## src/rtl/uart_pkg.sv

```systemverilog
// Shared UART definitions: parity encodings, shifter state type, divider width.
// Optional feature macro: UART_TX_PARITY_EN adds the PARITY shifter state.
package uart_pkg;

  localparam int UART_DIV_W = 16;

  localparam logic [1:0] PARITY_NONE = 2'b00;
  localparam logic [1:0] PARITY_EVEN = 2'b01;
  localparam logic [1:0] PARITY_ODD  = 2'b10;

  typedef enum logic [2:0] {
    IDLE,
    START,
    DATA,
`ifdef UART_TX_PARITY_EN
    PARITY,
`endif
    STOP
  } uart_tx_state_t;

  // Parity over up to 9 data bits; narrower words are zero-extended by the caller.
  function automatic logic calc_parity(input logic [8:0] data, input logic odd);
    return (^data) ^ odd;
  endfunction

endpackage

```

## src/rtl/uart_tx_fifo_if.sv

```systemverilog
// Write-side handshake bundle of the buffered UART transmitter.
// Optional feature macro of the block: UART_TX_PARITY_EN (no effect here).
interface uart_tx_fifo_if #(
  parameter int WIDTH = 8,
  parameter int DEPTH = 4
);
  logic [WIDTH-1:0]         data_in;
  logic                     write_en;
  logic                     ready;
  logic [$clog2(DEPTH):0]   level;

  modport master (output data_in, output write_en, input ready, input level);
  modport slave  (input data_in, input write_en, output ready, output level);
endinterface

```

## src/rtl/uart_sync_fifo.sv

```systemverilog
// Single-clock FIFO with separate occupancy counter; shared by UART TX and RX.
// Writes while full are dropped even if a pop happens on the same edge.
// Optional feature macro of the block: UART_TX_PARITY_EN (no effect here).
module uart_sync_fifo #(
  parameter int WIDTH = 8,
  parameter int DEPTH = 4
) (
  input  logic                      clock,
  input  logic                      reset,
  input  logic                      push,
  input  logic [WIDTH-1:0]          push_data,
  input  logic                      pop,
  output logic [WIDTH-1:0]          pop_data,
  output logic                      full,
  output logic                      empty,
  output logic [$clog2(DEPTH):0]    level
);
  localparam int AW = $clog2(DEPTH);
  localparam int LW = AW + 1;

  logic [WIDTH-1:0] mem [DEPTH];
  logic [AW-1:0]    wr_ptr_q, wr_ptr_d;
  logic [AW-1:0]    rd_ptr_q, rd_ptr_d;
  logic [LW-1:0]    level_q, level_d;
  logic             full_q, empty_q;
  logic             push_ok, pop_ok;

  assign push_ok = push & ~full_q;
  assign pop_ok  = pop & ~empty_q;

  // Next pointer and occupancy values; pointers wrap naturally at DEPTH.
  always_comb begin
    wr_ptr_d = push_ok ? wr_ptr_q + AW'(1) : wr_ptr_q;
    rd_ptr_d = pop_ok  ? rd_ptr_q + AW'(1) : rd_ptr_q;
    level_d  = level_q;
    case ({push_ok, pop_ok})
      2'b10:   level_d = level_q + LW'(1);
      2'b01:   level_d = level_q - LW'(1);
      default: level_d = level_q;
    endcase
  end

  // Pointer, level and flag registers.
  always_ff @(posedge clock) begin
    if (reset) begin
      wr_ptr_q <= '0;
      rd_ptr_q <= '0;
      level_q  <= '0;
      full_q   <= 1'b0;
      empty_q  <= 1'b1;
    end else begin
      wr_ptr_q <= wr_ptr_d;
      rd_ptr_q <= rd_ptr_d;
      level_q  <= level_d;
      full_q   <= (level_d == LW'(DEPTH));
      empty_q  <= (level_d == '0);
    end
  end

  // Storage array; contents are don't-care after reset.
  always_ff @(posedge clock) begin
    if (push_ok) begin
      mem[wr_ptr_q] <= push_data;
    end
  end

  // Head word is visible in the same cycle it becomes valid so the consumer
  // can latch it on the popping edge.
  assign pop_data = mem[rd_ptr_q];
  assign full     = full_q;
  assign empty    = empty_q;
  assign level    = level_q;

endmodule

```

## src/rtl/uart_tx_fifo.sv

```systemverilog
// Buffered UART transmitter: FIFO front end plus a start/data/parity/stop shifter.
// Optional feature macro: UART_TX_PARITY_EN enables the parity bit and PARITY state;
// without it parity_mode is ignored and frames are start/data/stop only.
module uart_tx_fifo
  import uart_pkg::*;
#(
  parameter int WIDTH = 8,
  parameter int DEPTH = 4
) (
  input  logic                  clock,
  input  logic                  reset,
  input  logic [UART_DIV_W-1:0] clock_divider,
  input  logic [1:0]            parity_mode,
  input  logic                  two_stop,
  uart_tx_fifo_if.slave         wr,
  output logic                  idle,
  output logic                  tx
);
  localparam int BW = $clog2(WIDTH);
  localparam int LW = $clog2(DEPTH) + 1;
  localparam logic [UART_DIV_W-1:0] DIV_ONE = 1;

  uart_tx_state_t        state_q;
  logic                  tx_q;
  logic                  idle_q, idle_d;
  logic                  two_stop_q;
  logic                  stop_cnt_q;
  logic [UART_DIV_W-1:0] div_q;
  logic [UART_DIV_W-1:0] div_cnt_q;
  logic [BW-1:0]         bit_cnt_q;
  logic [WIDTH-1:0]      shift_q;

  logic                  fifo_full, fifo_empty;
  logic [LW-1:0]         fifo_level;
  logic [WIDTH-1:0]      head_word;
  logic                  period_end, stop_last, pop;

`ifdef UART_TX_PARITY_EN
  logic                  par_en_q;
  logic                  par_bit_q;
`else
  logic                  cfg_unused;
  assign cfg_unused = ^parity_mode;
`endif

  uart_sync_fifo #(
    .WIDTH (WIDTH),
    .DEPTH (DEPTH)
  ) u_fifo (
    .clock     (clock),
    .reset     (reset),
    .push      (wr.write_en),
    .push_data (wr.data_in),
    .pop       (pop),
    .pop_data  (head_word),
    .full      (fifo_full),
    .empty     (fifo_empty),
    .level     (fifo_level)
  );

  assign wr.ready = ~fifo_full;
  assign wr.level = fifo_level;

  // Bit-period end, last stop period, and the pop that starts the next frame.
  always_comb begin
    period_end = (div_cnt_q == div_q);
    stop_last  = period_end && (!two_stop_q || stop_cnt_q);
    pop        = !fifo_empty && ((state_q == IDLE) || ((state_q == STOP) && stop_last));
    // Idle next cycle: shifter heading to IDLE with nothing queued or arriving.
    idle_d     = fifo_empty && !wr.write_en &&
                 ((state_q == IDLE) || ((state_q == STOP) && stop_last));
  end

  // Shifter FSM with registered tx/idle; config is latched only when a word is loaded.
  always_ff @(posedge clock) begin
    if (reset) begin
      state_q    <= IDLE;
      tx_q       <= 1'b1;
      idle_q     <= 1'b1;
      two_stop_q <= 1'b0;
      stop_cnt_q <= 1'b0;
      div_q      <= '0;
      div_cnt_q  <= '0;
      bit_cnt_q  <= '0;
      shift_q    <= '0;
`ifdef UART_TX_PARITY_EN
      par_en_q   <= 1'b0;
      par_bit_q  <= 1'b0;
`endif
    end else begin
      idle_q    <= idle_d;
      div_cnt_q <= period_end ? '0 : div_cnt_q + DIV_ONE;
      if (pop) begin
        state_q    <= START;
        tx_q       <= 1'b0;
        shift_q    <= head_word;
        div_q      <= clock_divider;
        div_cnt_q  <= '0;
        bit_cnt_q  <= '0;
        stop_cnt_q <= 1'b0;
        two_stop_q <= two_stop;
`ifdef UART_TX_PARITY_EN
        par_en_q   <= (parity_mode == PARITY_EVEN) || (parity_mode == PARITY_ODD);
        par_bit_q  <= calc_parity(9'(head_word), parity_mode == PARITY_ODD);
`endif
      end else begin
        case (state_q)
          IDLE: begin
            tx_q      <= 1'b1;
            div_cnt_q <= '0;
          end
          START: begin
            if (period_end) begin
              state_q   <= DATA;
              tx_q      <= shift_q[0];
              shift_q   <= shift_q >> 1;
              bit_cnt_q <= '0;
            end
          end
          DATA: begin
            if (period_end) begin
              if (bit_cnt_q == BW'(WIDTH - 1)) begin
`ifdef UART_TX_PARITY_EN
                if (par_en_q) begin
                  state_q <= PARITY;
                  tx_q    <= par_bit_q;
                end else
`endif
                begin
                  state_q    <= STOP;
                  tx_q       <= 1'b1;
                  stop_cnt_q <= 1'b0;
                end
              end else begin
                bit_cnt_q <= bit_cnt_q + BW'(1);
                tx_q      <= shift_q[0];
                shift_q   <= shift_q >> 1;
              end
            end
          end
`ifdef UART_TX_PARITY_EN
          PARITY: begin
            if (period_end) begin
              state_q    <= STOP;
              tx_q       <= 1'b1;
              stop_cnt_q <= 1'b0;
            end
          end
`endif
          STOP: begin
            if (period_end) begin
              if (stop_last) begin
                // pop is low here, so the FIFO is empty: go quiet.
                state_q <= IDLE;
                tx_q    <= 1'b1;
              end else begin
                stop_cnt_q <= 1'b1;
              end
            end
          end
          default: begin
            state_q <= IDLE;
            tx_q    <= 1'b1;
          end
        endcase
      end
    end
  end

  assign tx   = tx_q;
  assign idle = idle_q;

endmodule

```

## src/flat_wrapper.sv

```systemverilog
// flat-port wrapper written by rule: the top's interface ports become plain ports
module uart_tx_fifo_flat import uart_pkg::*;
#(
  parameter int WIDTH = 8,
  parameter int DEPTH = 4
)
  (clock, reset, clock_divider, parity_mode, two_stop, idle, tx, wr_data_in, wr_write_en, wr_ready, wr_level);
  uart_tx_fifo_if #(.WIDTH(WIDTH), .DEPTH(DEPTH)) wr_i ();
  input  logic clock;
  input  logic reset;
  input  logic [UART_DIV_W-1:0] clock_divider;
  input  logic [1:0] parity_mode;
  input  logic two_stop;
  output logic idle;
  output logic tx;
  input wire logic [$bits(wr_i.data_in)-1:0] wr_data_in;
  input wire logic [$bits(wr_i.write_en)-1:0] wr_write_en;
  output wire logic [$bits(wr_i.ready)-1:0] wr_ready;
  output wire logic [$bits(wr_i.level)-1:0] wr_level;
  assign wr_i.data_in = wr_data_in;
  assign wr_i.write_en = wr_write_en;
  assign wr_ready = wr_i.ready;
  assign wr_level = wr_i.level;
  uart_tx_fifo #(.WIDTH(WIDTH), .DEPTH(DEPTH)) u_core (.clock(clock), .reset(reset), .clock_divider(clock_divider), .parity_mode(parity_mode), .two_stop(two_stop), .wr(wr_i), .idle(idle), .tx(tx));
endmodule
```

## config.mk

```make
export PLATFORM = sky130hd
export DESIGN_NAME = uart_tx_fifo_flat
export DESIGN_NICKNAME = d
export VERILOG_FILES = /design/src/rtl/uart_pkg.sv /design/src/rtl/uart_tx_fifo_if.sv /design/src/rtl/uart_sync_fifo.sv /design/src/rtl/uart_tx_fifo.sv /design/src/flat_wrapper.sv
export SDC_FILE = /design/constraint.sdc
export NUM_CORES = 1
export LEC_CHECK = 0
export CAP_MARGIN = 15
export CORE_AREA = 2 2 130 132
export DETAILED_ROUTE_END_ITERATION = 12
export DIE_AREA = 0 0 132 134
export PLACE_DENSITY = 0.41
export SLEW_MARGIN = 25
export SYNTH_ARGS = -nofsm -noshare
export SYNTH_HDL_FRONTEND = slang
export SYNTH_HIERARCHICAL = 1
export SYNTH_SLANG_ARGS = --single-unit
```

## constraint.sdc

```tcl
create_clock -name clock -period 5.95 [get_ports clock]
set_input_delay 1.19 -clock clock [delete_from_list [all_inputs] [get_ports clock]]
set_output_delay 1.19 -clock clock [all_outputs]
set_load 0.03 [all_outputs]
```

==> impl_results.md, run 1 <==
* Startpoint types: flop
* Clk sink count at 92
* Critical path type: flop to flop
* Layout cells sized above 1 at 8.19%
* Switching Share at 34.5%
* Post-synth EDFFs at 32
* Dpl hpwl at 5.31 mm
* Clk Latency, worst-skew pair at 0.35 ns
* CTS tree: built
* Longest Clk Path Bufs at 2
* Root buf cell: clkbuf_16
* FF+latch count, synth at 92
* Clock skew at 0.00994 ns
* Seq pwr share at 42.8%
* Initial antenna violation count at 0
* CP bufs+invs at 2
* Final antenna-violating net count at 0
* Cell breakdown of the critical path: xor2_1 > nor4_1 > and4_1 > a21oi_4 > inv_2 > nor2b_1 > ha_1 > inv_1 > fa_1 > xor2_1 > or3_4 > a211oi_2
* Global placement routability congestion at 0.700
* Cell family with most CP delay: simple AND/OR/NAND/NOR gates
* FILL cells at 1726
* Gr ovfl total at 0
* Final std cell area, no fill at 4800 sq um
* Cells resized by post-CTS repair at 0
* Syn nets at 412
* Worst vdd ir at 0.165 mV
* Most used DFF post-synth: dfxtp_1
* Hold Buf Count CTS at 0
* Most frequent CP cell: xor2_1
* Worst-path clk slew at 0.07 ns
* Biggest cell delay along the critical path at 0.52 ns
* Endpoints failing setup at 0
* Worst Path Required at 6.23 ns
* Max-slew violations at 0
* NetSw at 669 uW
* RSZ-0062 raised after global routing: no
* CP arrival at 3.96 ns
* Reg2Reg Setup Slack at 2.26 ns
* Row cnt at 47
* Fin crit period at 3.69 ns
* Cells on worst reg2reg path at 12
* Mapped Cells at 369
* Syn Area/Cell at 10.8 sq um
* Number of I/O pins at 36
* Initial DRC count at 122
* Worst-path fanout max at 23
* Routed WL at 8.03 mm
* Status: completed
* Leakage at 0.00179 uW
* Sequential-to-total area share from yosys stat at 54.2%
* Post-CTS setup buffer count at 0
* Final hold viol count at 0
* Vias per cell at 4.21
* YS warnings at 6
* Distinct cells, synth at 50
* CTS H-tree depth at 3
* Max-cap violations at 0
* Final cell count without fillers at 623
* N_diodes at 0
* Post-layout nets at 441
* Core area at 16300 sq um
* PD cells at 404 nW/um^2
* Gr usage total at 9.78%
* WL/cell at 12.9 microns
* Post-DP Area at 4520 sq um
* Class of the worst hold path: flop to flop
* Largest net degree at the start of global routing at 41
* Part of the power in combinational logic at 28.2%
* Clock share of power at 29.0%
* FMAX at 0.271 GHz
* Reg2reg start: u_core/div_cnt_q[6]
* Layout area overhead at 20.3%
* Internal at 1270 uW
* Die Wd at 132 microns
* Initial Utilization at 24.5%
* Worst slew pin tran at 0.624 ns
* Vias in the first global route at 2631
* Total clock buffers created by CTS at 9
* CP max stage cell: and4_1
* Hold path endpoint: u_core/shift_q[7]
* Critical Path End Type: flop
* Syn Std Cell Area at 3990 sq um
* Hold Path Depth at 2
* Pre-antenna DRT Iters at 5
* Setup TNS at 0 ns
* Worst R2R End: u_core/u_fifo/full
* Worst hold start: u_core/shift_q[7]
* Part of the cycle the worst path needs at 62.0%
* First-pass GRT wire length at 13.4 mm
* I/O Buffers at 33
* Die Span Y at 134 microns
* Via count at 2620
* Rel. slew slack at 58.4%
* Full die area at 17700 sq um
* FFs w/ async S/R, synth at 0%
* Post-route DRC at 0
* Dpl cells at 607
[area by class of cell]
type / instances / area [sq um] / area share (%)
Sequential cell: 92 / 2160 / 45.0
Tap cell: 220 / 275 / 5.73
Clock inverter: 7 / 61.3 / 1.28
Multi-Input combinational cell: 245 / 1680 / 34.9
Clock buffer: 9 / 225 / 4.69
Timing Repair Buffer: 35 / 345 / 7.19
Inverter: 15 / 56.3 / 1.17
[how the worst max path moves through the flow]
stage,startpoint,to,slack [ns],depth (start not counted)
3_5_place_dp,u_core/div_cnt_q[6],u_core/u_fifo/full,2.17,12
5_1_grt,u_core/div_cnt_q[1],u_core/u_fifo/full,1.87,12
4_1_cts,u_core/div_cnt_q[8],u_core/u_fifo/full,2.17,12
3_3_place_gp,u_core/div_cnt_q[8],u_core/u_fifo/full,2.18,12
6_report,u_core/div_cnt_q[6],u_core/u_fifo/full,2.26,12
2_1_floorplan,u_core/div_cnt_q[0],u_core/u_fifo/full,2.88,14
[flip-flops by register name (all words and copies together), names as in the netlist, 2 cells and up, named ones only]
signal and cells:
u_core/bit_cnt_q 3, u_core/div_cnt_q 16, u_core/div_q 16, u_core/shift_q 8, u_core/state_q 2, u_core/u_fifo/level 3
u_core/u_fifo/mem 32, u_core/u_fifo/rd_ptr_q 2, u_core/u_fifo/wr_ptr_q 2
[layer usage]
layer | up-vias | GRT usage, % | part of all wire, %
met5 | - | 0 | 0
met4 | 0 | 3.02 | 1.2
met3 | 9 | 3.67 | 4.0
met1 | 1232 | 11.5 | 46
li1 | 1338 | - | -
met2 | 41 | 16.6 | 49
[worst register-to-register path, cell delays in order (launching register included)]
cell	delay, ns
dfxtp_1	0.36
xor2_1	0.15
nor4_1	0.44
and4_1	0.52
a21oi_4	0.10
inv_2	0.34
nor2b_1	0.28
ha_1	0.22
inv_1	0.06
fa_1	0.40
xor2_1	0.20
or3_4	0.35
a211oi_2	0.21
[layout by cell type (no fill, tap or decap), types with 5 or more instances in the layout]
master and instances:
xor2_1 27, nand3_1 5, a21oi_1 27, and2_1 6, o21ai_0 5, nor2_1 39, nor3_1 5, clkdlybuf4s50_1 33
xnor2_1 5, clkbuf_16 9, mux2i_1 8, mux4_2 8, ha_1 12, edfxtp_1 32, nand2_1 43, inv_6 6
inv_1 14, a211oi_1 7, dfxtp_1 60
[power by group through the flow]
stage	combinational [uW]	clock, uW	sequential, uW
finish	547	562	831
global route	619	612	848
CTS	558	587	835
detailed placement	553	0	848
global placement	553	0	848
floorplan	429	0	842
[synthesized netlist by cell type (6+ instances only)]
cell type / n / area (sq um)
a21oi_1: 27 / 135
mux4_2: 8 / 180
nor2_1: 39 / 146
inv_1: 14 / 52.6
xor2_1: 27 / 236
a211oi_1: 7 / 52.6
nand2_1: 43 / 161
and2_1: 6 / 37.5
edfxtp_1: 32 / 961
buf_2: 6 / 30.0
dfxtp_1: 60 / 1200
mux2i_1: 8 / 80.1
ha_1: 12 / 150
[kinds of logic (layout without fill, tap and decap cells)]
logic type | count (synthesis) | count (layout) | synth area share [%]
flip-flops | 92 | 92 | 54.2
AND/OR/NAND/NOR | 127 | 127 | 14.9
AO/OA/AOI/OAI | 56 | 56 | 9.12
XOR/XNOR | 32 | 32 | 7.02
multiplexers | 17 | 17 | 6.80
adder cells (fa/ha/maj) | 13 | 13 | 4.26
buffers and inverters | 32 | 66 | 3.79
[stage by stage]
stage | setup WS (ns) | util [%] | hold slack (ns) | power, uW
CTS | 2.17 | 29.5 | 0.475 | 1980
detailed placement | 2.17 | 27.7 | 0.464 | 1400
global route | 1.87 | 29.5 | 0.491 | 2080
floorplan | 2.88 | - | 0.447 | 1270
finish | 2.26 | 29.5 | 0.471 | 1940
global placement | 2.18 | 27.7 | 0.463 | 1400
Power figures use the tool's default switching activity.
==> run 2, diff against run 1 <==
--- a/config.mk
+++ b/config.mk
@@ -9,7 +9,7 @@
 export CORE_AREA = 2 2 130 132
 export DETAILED_ROUTE_END_ITERATION = 12
 export DIE_AREA = 0 0 132 134
-export PLACE_DENSITY = 0.41
+export PLACE_DENSITY = 0.42
 export SLEW_MARGIN = 25
 export SYNTH_ARGS = -nofsm -noshare
 export SYNTH_HDL_FRONTEND = slang
==> constraint.sdc (replaced) <==
create_clock -name clock -period 3 [get_ports clock]
set_input_delay 0.6 -clock clock [delete_from_list [all_inputs] [get_ports clock]]
set_output_delay 0.6 -clock clock [all_outputs]
set_load 0.03 [all_outputs]
==> run 2 against run 1 <==
  * Sequential share of layout area is 2.2 points lower
  * Total power rose by 110%
  * Die area unchanged
  * Hold slack got worse by 0.0017 ns
  * Clock skew decreased by 0.0026 ns
  * Combinational power rose by 130%
  * Worst setup slack lost 2.1 ns
  * Utilization is 1.5 points higher
  * Cell count is 3.7% higher
  * Fmax rose by 30%
  * Largest cell class unchanged
==> impl_results.md, run 2 (synthesis results as in run 1) <==
* Post-route DRC at 0 (unchanged)
* Setup slack after layout at 0.165 ns (-2.10 ns)
* Max-cap violations at 0 (unchanged)
* Core area at 16300 sq um (unchanged)
* Initial DRC count at 105 (-14%)
* Class of the worst hold path: flop to flop
* Setup TNS at 0 ns (unchanged)
* Worst Path Required at 3.26 ns (-2.97 ns)
* Initial antenna violation count at 0 (unchanged)
* Vias in the first global route at 2765 (+5.1%)
* Max reg flops at 32 (unchanged)
* Critical path type: flop to flop
* Total clock buffers created by CTS at 9 (unchanged)
* Initial Utilization at 24.5% (unchanged)
* Cells on worst reg2reg path at 14 (+2)
* Number of I/O pins at 36 (unchanged)
* CTS H-tree depth at 3 (unchanged)
* Row cnt at 47 (unchanged)
* Place WS at -0.0930 ns (-2.27 ns)
* Final antenna-violating net count at 0 (unchanged)
* First-pass GRT wire length at 13.7 mm (+1.9%)
* Layout cells sized above 1 at 15.0% (+6.8 points)
* RSZ-0062 raised after global routing: no
* Endpoints failing setup at 0 (unchanged)
* Max-slew violations at 0 (unchanged)
* Most common cell after layout, fill and taps aside: dfxtp_1
* Full die area at 17700 sq um (unchanged)
* Layout area overhead at 26.5%
* Worst-path clk slew at 0.07 ns (about the same)
* Routed WL at 8.04 mm (about the same)
* Hold Buf Count CTS at 0 (unchanged)
* Reg2reg start: u_core/div_q[2]
* Pre-antenna DRT Iters at 4 (-1)
* CTS tree: built
* CP arrival at 3.10 ns (-0.86 ns)
* Most frequent cells in the layout: dfxtp_1 (59), nand2_1 (43), nor2_1 (39), clkdlybuf4s50_1 (33), edfxtp_1 (32)
* Most flops, register: u_core/u_fifo/mem
* Clk sink count at 92 (unchanged)
* WL/cell at 12.4 microns (-3.5%)
* Clk Latency, worst-skew pair at 0.34 ns (about the same)
* Reg2Reg Setup Slack at 0.16 ns (-2.10 ns)
* I/O Buffers at 33 (unchanged)
* Rel. slew slack at 56.8% (-1.6 points)
* Root buf cell: clkbuf_16
* Gr usage total at 9.85% (+0.070 points)
* Leakage at 0.00193 uW (+7.7%)
* Worst R2R End: u_core/u_fifo/empty
* Worst slew pin tran at 0.647 ns (+0.0238 ns)
* Worst-path fanout max at 3 (-87%)
* Global placement routability congestion at 0.751 (+7.4%)
* Final hold viol count at 0 (unchanged)
* Post-layout nets at 464 (+5.2%)
* Fin crit period at 2.84 ns (-0.853 ns)
* PD cells at 812 nW/um^2 (+100%)
* Via count at 2685 (+2.5%)
* Die Span Y at 134 microns (unchanged)
* Die Wd at 132 microns (unchanged)
* Startpoint types: flop
* Worst vdd ir at 0.396 mV (+140%)
* Worst Setup EP: u_core/u_fifo/empty
* FMAX at 0.353 GHz (+30%)
* Vias per cell at 4.16 (-1.2%)
* Status: completed
* Clock skew at 0.00737 ns (-0.00257 ns)
* Gr ovfl total at 0 (unchanged)
* N_diodes at 0 (unchanged)
* Critical Path End Type: flop
* Biggest registers after layout: u_core/u_fifo/mem (32), u_core/div_cnt_q (16), u_core/div_q (16)
* Part of the cycle the worst path needs at 94.5% (+33 points)
* Largest net degree at the start of global routing at 40 (-2.4%)
* Longest Clk Path Bufs at 2 (unchanged)
* Power Total at 4100 uW (+110%)
* Dpl hpwl at 5.56 mm (+4.7%)
* Crit path from: u_core/div_q[2]
==> run 2: repair_timing <==
action,CTS,global route
resized for setup,4,5
setup buffers,0,3
endpoints found under the setup margin,3,3
hold endpoints to repair,0,0
pin swaps,1,6
==> run 2: worst min path at each step <==
stage | slack (ns) | endpoint | cells after the start | startpoint
2_1_floorplan | 0.45 | u_core/shift_q[7] | 2 | u_core/shift_q[7]
3_3_place_gp | 0.46 | u_core/div_q[12] | 2 | u_core/div_q[12]
3_5_place_dp | 0.46 | u_core/div_q[4] | 2 | u_core/div_q[4]
4_1_cts | 0.47 | u_core/div_q[12] | 2 | u_core/div_q[12]
5_1_grt | 0.50 | u_core/div_q[12] | 2 | u_core/div_q[12]
6_report | 0.47 | u_core/div_q[2] | 2 | u_core/div_q[2]
==> run 2: routing by layer <==
metal	routed length, microns	vias to the layer above	part of all wire, %	track usage, %
met5	0	-	0	0
met1	3650	1268	45	11.6
met4	74	0	0.92	2.54
met2	4020	31	50	16.9
met3	286	7	3.6	3.85
li1	-	1379	-	-
==> run 2: critical path, stage by stage, from the launching register on <==
cell	delay (ns)
dfxtp_2	0.32
xor2_1	0.16
nor4_2	0.32
buf_4	0.16
and4_4	0.24
a21oi_4	0.07
inv_2	0.06
nor2b_4	0.17
ha_4	0.15
inv_1	0.04
fa_2	0.35
xor2_2	0.19
buf_4	0.14
o21a_1	0.17
o31ai_1	0.21
==> run 2: per-stage QoR <==
stage	cells	hold slack (ns)	utilization [%]	area (sq um)
after floorplan	369	0.447	-	4010
after global placement	627	0.459	28.7	4680
after detailed placement	627	0.463	28.7	4680
after CTS	643	0.473	30.7	5000
after global routing	646	0.498	31.0	5050
final	646	0.469	31.0	5050
==> run 2: cell type report <==
cell class	instances	area, sq um
multi-input cells	245	1730
clock inverters	6	78.8
flip-flops and latches	92	2160
clock buffers	10	229
well taps	220	275
repair buffers	58	518
fillers	1703	11200
inverters	15	56.3
==> run 2: where the power goes <==
| group | switching [uW] | internal [uW] |
|---|---|---|
| Sequential | 149 | 1500 |
| Combinational | 694 | 589 |
| Clock | 504 | 665 |
==> run 3, diff against run 2 <==
--- a/config.mk
+++ b/config.mk
@@ -9,6 +9,7 @@
 export CORE_AREA = 2 2 130 132
 export DETAILED_ROUTE_END_ITERATION = 12
 export DIE_AREA = 0 0 132 134
+export HOLD_SLACK_MARGIN = 0.02
 export PLACE_DENSITY = 0.42
 export SLEW_MARGIN = 25
 export SYNTH_ARGS = -nofsm -noshare
==> results of run 3 <==
No change in the layout: final DEF, timing and power equal those of run 2.
